File: src/rtl/vga_pkg.sv
// Shared VGA definitions: scheduler FSM encodings and 640x480@60 timing constants
// used by the sync, porch and pattern-scheduling blocks.
package vga_pkg;

  typedef enum logic [1:0] {
    S_SHOW  = 2'd0,
    S_PEND  = 2'd1,
    S_BLANK = 2'd2
  } sched_state_e;

  localparam int H_VISIBLE = 640;
  localparam int H_FRONT   = 16;
  localparam int H_SYNC    = 96;
  localparam int H_BACK    = 48;
  localparam int H_TOTAL   = 800;

  localparam int V_VISIBLE = 480;
  localparam int V_FRONT   = 10;
  localparam int V_SYNC    = 2;
  localparam int V_BACK    = 33;
  localparam int V_TOTAL   = 525;

endpackage

File: src/rtl/vga_frame_edge.sv
// Frame-start detector: registers vsync once, flags its falling edge (o_fs, combinational)
// and provides a registered one-cycle frame tick that lags the edge by one clock.
module vga_frame_edge
  import vga_pkg::*;
(
  input  logic i_clk,
  input  logic i_rst_n,
  input  logic i_vsync,
  output logic o_fs,
  output logic o_frame_tick
);

  logic vs_q, vs_d;
  logic tick_q, tick_d;

  always_comb begin
    vs_d   = i_vsync;
    o_fs   = vs_q & ~i_vsync;
    tick_d = o_fs;
  end

  always_ff @(posedge i_clk or negedge i_rst_n) begin
    if (!i_rst_n) begin
      vs_q   <= 1'b1;
      tick_q <= 1'b0;
    end else begin
      vs_q   <= vs_d;
      tick_q <= tick_d;
    end
  end

  assign o_frame_tick = tick_q;

endmodule

File: src/rtl/vga_pattern_scheduler.sv
// Test-pattern scheduler: switches the pattern index only at frame starts, from auto
// expiry, a next pulse or a direct select. Optional blank frames via VGA_SCHED_BLANK_EN.
//
// state   | meaning
// S_SHOW  | pattern displayed; accepts requests, counts frames for auto advance
// S_PEND  | switch requested; waits for the next frame start
// S_BLANK | video forced black for BLANK_FRAMES whole frames before the new pattern
module vga_pattern_scheduler
  import vga_pkg::*;
#(
  parameter int PAT_W              = 4,
  parameter int NUM_PATTERNS       = 6,
  parameter int FRAMES_PER_PATTERN = 120,
  parameter int BLANK_FRAMES       = 1
) (
  input  logic             i_clk,
  input  logic             i_rst_n,
  input  logic             i_vsync,
  input  logic             i_auto_en,
  input  logic             i_next,
  input  logic             i_sel_valid,
  input  logic [PAT_W-1:0] i_sel,
  output logic             o_sel_ready,
  output logic [PAT_W-1:0] o_pattern,
  output logic             o_blank,
  output logic             o_frame_tick
);

  localparam int               FCW      = $clog2(FRAMES_PER_PATTERN) + 1;
  localparam logic [FCW-1:0]   FC_LAST  = FCW'(FRAMES_PER_PATTERN - 1);
  localparam logic [PAT_W-1:0] PAT_LAST = PAT_W'(NUM_PATTERNS - 1);

  sched_state_e     state_q, state_d;
  logic [PAT_W-1:0] pattern_q, pattern_d;
  logic [PAT_W-1:0] pend_q, pend_d;
  logic [FCW-1:0]   fcnt_q, fcnt_d;
  logic [PAT_W-1:0] next_idx, start_idx, land_idx;
  logic             fs, start_sw, land;

`ifdef VGA_SCHED_BLANK_EN
  localparam int             BCW     = $clog2(BLANK_FRAMES + 1) + 1;
  localparam logic [BCW-1:0] BC_LAST = BCW'(BLANK_FRAMES);

  logic           blank_q, blank_d;
  logic [BCW-1:0] bcnt_q, bcnt_d;
`else
  logic unused_blank_cfg;
  assign unused_blank_cfg = (BLANK_FRAMES != 0);
`endif

  vga_frame_edge u_frame_edge (
    .i_clk        (i_clk),
    .i_rst_n      (i_rst_n),
    .i_vsync      (i_vsync),
    .o_fs         (fs),
    .o_frame_tick (o_frame_tick)
  );

  always_comb begin
    next_idx = (pattern_q == PAT_LAST) ? '0 : pattern_q + PAT_W'(1);
  end

  always_ff @(posedge i_clk or negedge i_rst_n) begin
    if (!i_rst_n) state_q <= S_SHOW;
    else          state_q <= state_d;
  end

  always_comb begin
    state_d   = state_q;
    pattern_d = pattern_q;
    pend_d    = pend_q;
    fcnt_d    = fcnt_q;
    start_sw  = 1'b0;
    start_idx = pend_q;
    land      = 1'b0;
    land_idx  = pend_q;
`ifdef VGA_SCHED_BLANK_EN
    blank_d   = blank_q;
    bcnt_d    = bcnt_q;
`endif

    case (state_q)
      S_SHOW: begin
        // Manual requests outrank auto expiry; an out-of-range select is consumed silently.
        if (i_sel_valid) begin
          if (i_sel <= PAT_LAST) begin
            pend_d  = i_sel;
            state_d = S_PEND;
          end
        end else if (i_next) begin
          pend_d  = next_idx;
          state_d = S_PEND;
        end else if (fs && i_auto_en) begin
          if (fcnt_q == FC_LAST) begin
            start_sw  = 1'b1;
            start_idx = next_idx;
          end else begin
            fcnt_d = fcnt_q + FCW'(1);
          end
        end
      end
      S_PEND: begin
        if (fs) start_sw = 1'b1;
      end
`ifdef VGA_SCHED_BLANK_EN
      S_BLANK: begin
        if (fs) begin
          if (bcnt_q + BCW'(1) == BC_LAST) land = 1'b1;
          else                             bcnt_d = bcnt_q + BCW'(1);
        end
      end
`endif
      default: state_d = S_SHOW;
    endcase

    // Auto expiry skips S_PEND: the expiring frame start is itself the switch point.
    if (start_sw) begin
      pend_d   = start_idx;
      land_idx = start_idx;
`ifdef VGA_SCHED_BLANK_EN
      if (BLANK_FRAMES > 0) begin
        blank_d = 1'b1;
        bcnt_d  = '0;
        state_d = S_BLANK;
      end else begin
        land = 1'b1;
      end
`else
      land = 1'b1;
`endif
    end

    if (land) begin
      pattern_d = land_idx;
      fcnt_d    = '0;
      state_d   = S_SHOW;
`ifdef VGA_SCHED_BLANK_EN
      blank_d   = 1'b0;
`endif
    end
  end

  always_ff @(posedge i_clk or negedge i_rst_n) begin
    if (!i_rst_n) begin
      pattern_q <= '0;
      pend_q    <= '0;
      fcnt_q    <= '0;
`ifdef VGA_SCHED_BLANK_EN
      blank_q   <= 1'b0;
      bcnt_q    <= '0;
`endif
    end else begin
      pattern_q <= pattern_d;
      pend_q    <= pend_d;
      fcnt_q    <= fcnt_d;
`ifdef VGA_SCHED_BLANK_EN
      blank_q   <= blank_d;
      bcnt_q    <= bcnt_d;
`endif
    end
  end

  always_comb begin
    o_sel_ready = (state_q == S_SHOW);
    o_pattern   = pattern_q;
`ifdef VGA_SCHED_BLANK_EN
    o_blank     = blank_q;
`else
    o_blank     = 1'b0;
`endif
  end

endmodule

File: config.mk
export PLATFORM = sky130hd
export DESIGN_NAME = vga_pattern_scheduler
export DESIGN_NICKNAME = d
export VERILOG_FILES = /design/src/rtl/vga_pkg.sv /design/src/rtl/vga_frame_edge.sv /design/src/rtl/vga_pattern_scheduler.sv
export SDC_FILE = /design/constraint.sdc
export NUM_CORES = 1
export LEC_CHECK = 0
export BUFFER_PORTS_ARGS = -buffer_cell sky130_fd_sc_hd__buf_2
export CORE_MARGIN = 4
export CORE_UTILIZATION = 50
export DETAILED_ROUTE_END_ITERATION = 8
export PLACE_DENSITY_LB_ADDON = 0.1
export SYNTH_ARGS = -nofsm -noshare
export SYNTH_HDL_FRONTEND = slang
export SYNTH_SLANG_ARGS = --single-unit
export TNS_END_PERCENT = 20
File: constraint.sdc
create_clock -name i_clk -period 3.22 [get_ports i_clk]
set_input_delay 0.483 -clock i_clk [delete_from_list [all_inputs] [get_ports i_clk]]
set_output_delay 0.483 -clock i_clk [all_outputs]
set_load 0.005 [all_outputs]
==> results.cfg <==
[detailed_routing]
vias_per_cell = 5.81
drc = 0
wl_per_cell_um = 14.3
drt_iter0_drc = 13
drt_wl_total_mm = 2.32
num_vias = 941
first_pass_iters = 4
ant_nets = 0

[yosys]
yosysWarnings = 0
syn_area_um2 = 1140
async_flop_share = 1.00
synth_edf_count = 0
synth_nets = 131
ys_types = 46
synthCells = 120
synth_seq_cells = 19
dominantRegCellSynth = dfrtp_1
avgSynthCellArea_um2 = 9.51
ys_seq_area_frac = 0.418

[global_route]
grt_max_degree = 20
antenna_found_initial = 0
grt_overflow = 0
grt_pass1_wl_mm = 3.99
track_usage = 0.159
grt_pass1_vias = 883

[sta]
fin_setup_tns_ns = 0
fin_crit_ns = 2.19
clock_skew_ns = 0.00668
relSlewSlack = 0.597
finalCritPeriodShare = 0.681
hold_viol = 0
grt_setup_unrepaired = no
slew_violations = 0
max_freq_mhz = 456
worstMarginPinSlew_ns = 0.601
setup_viol = 0

[placement]
io_buffer_count = 15
place.gp.congestion = 0.754
place_inst = 158
hpwl_mm = 1.73

[setup_path]
crit_fanout = 19
cp.required_ns = 2.74
worst_ep_arrival_time_ns = 1.71
critPathKind = reg2out
cp-start-kind = flop
reg2reg_slack_ns = 1.10
critPathCaptureType = primary output

[die]
fp-row-count = 17
die_area_um2 = 3110
core_um2 = 2190
die_w_um = 55.8
ios = 17
die_h_um = 55.8
start_util = 0.521

[cells_and_area]
syn2layout_area_growth_pct = 10.1
antenna_cells = 0
layout-drive-gt1-share = 0.239
final_cells = 162
nNetsFinal = 146
multi_input_area_um2 = 616
regArea_um2 = 477
num-fill-cells = 197

[pwr]
pwr_density_cell_nw_per_um2 = 583
vdd_drop_max_mv = 0.358
leakage_nw = 0.535

[clock_tree]
clk_path_buf_depth = 2
clk_pin_slew_worst_paths_ns = 0.11
cts_hold_buffers = 0
cts_max_level = 1
post-cts-setup-buffers = 0
cts_root_buf = clkbuf_4
clock-sinks = 19
cts.repair.resized = 0
insertion_delay_ns = 0.30
cts_buffers = 3
cts_tree = yes

[run_status]
status = finished, final reports clean

[min_path]
hp-class = in2async

[flow_run]
maxCapViolCount = 0
## state kept, by name (all words and copies together), names as in the netlist
| register | count |
|---|---|
| state_q | 1 |
| u_frame_edge.o_frame_tick | 1 |
| u_frame_edge.vs_q | 1 |
| pend_q | 4 |
| fcnt_q | 8 |
| o_pattern | 4 |
## report_power, final
part           switching [W]  internal (W)  total (W)
Combinational       0.000105      0.000122   0.000228
Sequential         0.0000896      0.000297   0.000387
Clock              0.0000720     0.0000463   0.000118
## final cells by class
class | instances | area share
multi-input combinational | 89 | 0.490
sequential | 19 | 0.379
timing repair buffer | 15 | 0.0598
tap | 28 | 0.0279
inverter | 7 | 0.0209
clock buffer | 3 | 0.0179
clock inverter | 1 | 0.00398
## stage by stage
| stage | setup slack [ns] | instance area, um2 | hold slack (ns) | total power [W] | utilization |
|---|---|---|---|---|---|
| floorplan | 1.21 | 1140 | 0.187 | 0.000541 | - |
| global placement | 1.03 | 1230 | 0.443 | 0.000616 | 0.561 |
| detailed placement | 1.01 | 1230 | 0.448 | 0.000619 | 0.561 |
| CTS | 1.04 | 1260 | 0.111 | 0.000739 | 0.573 |
| global route | 0.928 | 1260 | 0.119 | 0.000792 | 0.573 |
| finish | 1.03 | 1260 | 0.0919 | 0.000733 | 0.573 |
## cell usage in the layout (no fill, tap or decap), drive strengths merged, types with 2 or more instances in the layout
cell type | synthesis | routed
nand3 | 3 | 3
or3 | 2 | 2
xor2 | 3 | 3
and4 | 2 | 2
or4 | 2 | 2
nor3 | 2 | 2
xnor2 | 3 | 3
o211ai | 5 | 5
nor4 | 2 | 2
nand2b | 4 | 4
clkbuf | 3 | 3
a31oi | 3 | 3
clkinv | 2 | 3
buf | 2 | 15
a21oi | 4 | 4
a211o | 2 | 2
dfrtp | 18 | 18
inv | 5 | 5
o21ai | 11 | 11
a211oi | 3 | 3
mux2i | 2 | 2
nand2 | 10 | 10
mux2 | 3 | 3
nor2 | 5 | 5
## kinds of logic after synthesis
logic type	count (synthesis)	synth area share
AO/OA/AOI/OAI	36	0.216
buffers and inverters	12	0.0428
other	1	0.00329
adder cells (fa/ha/maj)	1	0.0110
multiplexers	5	0.0471
flip-flops	19	0.418
XOR/XNOR	6	0.0461
AND/OR/NAND/NOR	40	0.216
## layer usage
metal | routed length, um | GRT usage | vias to the layer above
met5 | 0 | 0 | -
met4 | 25 | 0.0417 | 0
met3 | 87 | 0.0418 | 5
met2 | 1110 | 0.245 | 16
met1 | 1090 | 0.221 | 453
li1 | - | - | 467
## path summary, 6_finish.rpt
kind	from	endpoint	depth (start not counted)
worst min register to register	pend_q[1]	pend_q[1]	2
max in group asynchronous	i_rst_n	u_frame_edge.vs_q	1
worst max-delay path	state_q[0]	o_sel_ready	2
worst min-delay path	i_rst_n	pend_q[2]	1
min in group i_clk	i_vsync	u_frame_edge.vs_q	1
worst max register to register	state_q[0]	fcnt_q[6]	4
## cell usage after synthesis (all sizes together), types with 4 or more instances
cell type / n / area, um2
nor2: 5 / 18.8
o21ai: 11 / 55.1
nand2: 10 / 37.5
a21oi: 4 / 20.0
o211ai: 5 / 37.5
inv: 5 / 18.8
dfrtp: 18 / 450
nand2b: 4 / 25.0
## worst max-delay path, cell delays in order, from the launching register on
cell,delay (ns)
dfrtp_1,0.73
clkinv_1,0.43
buf_2,0.24
No activity file was read; power rests on OpenSTA's default activity.
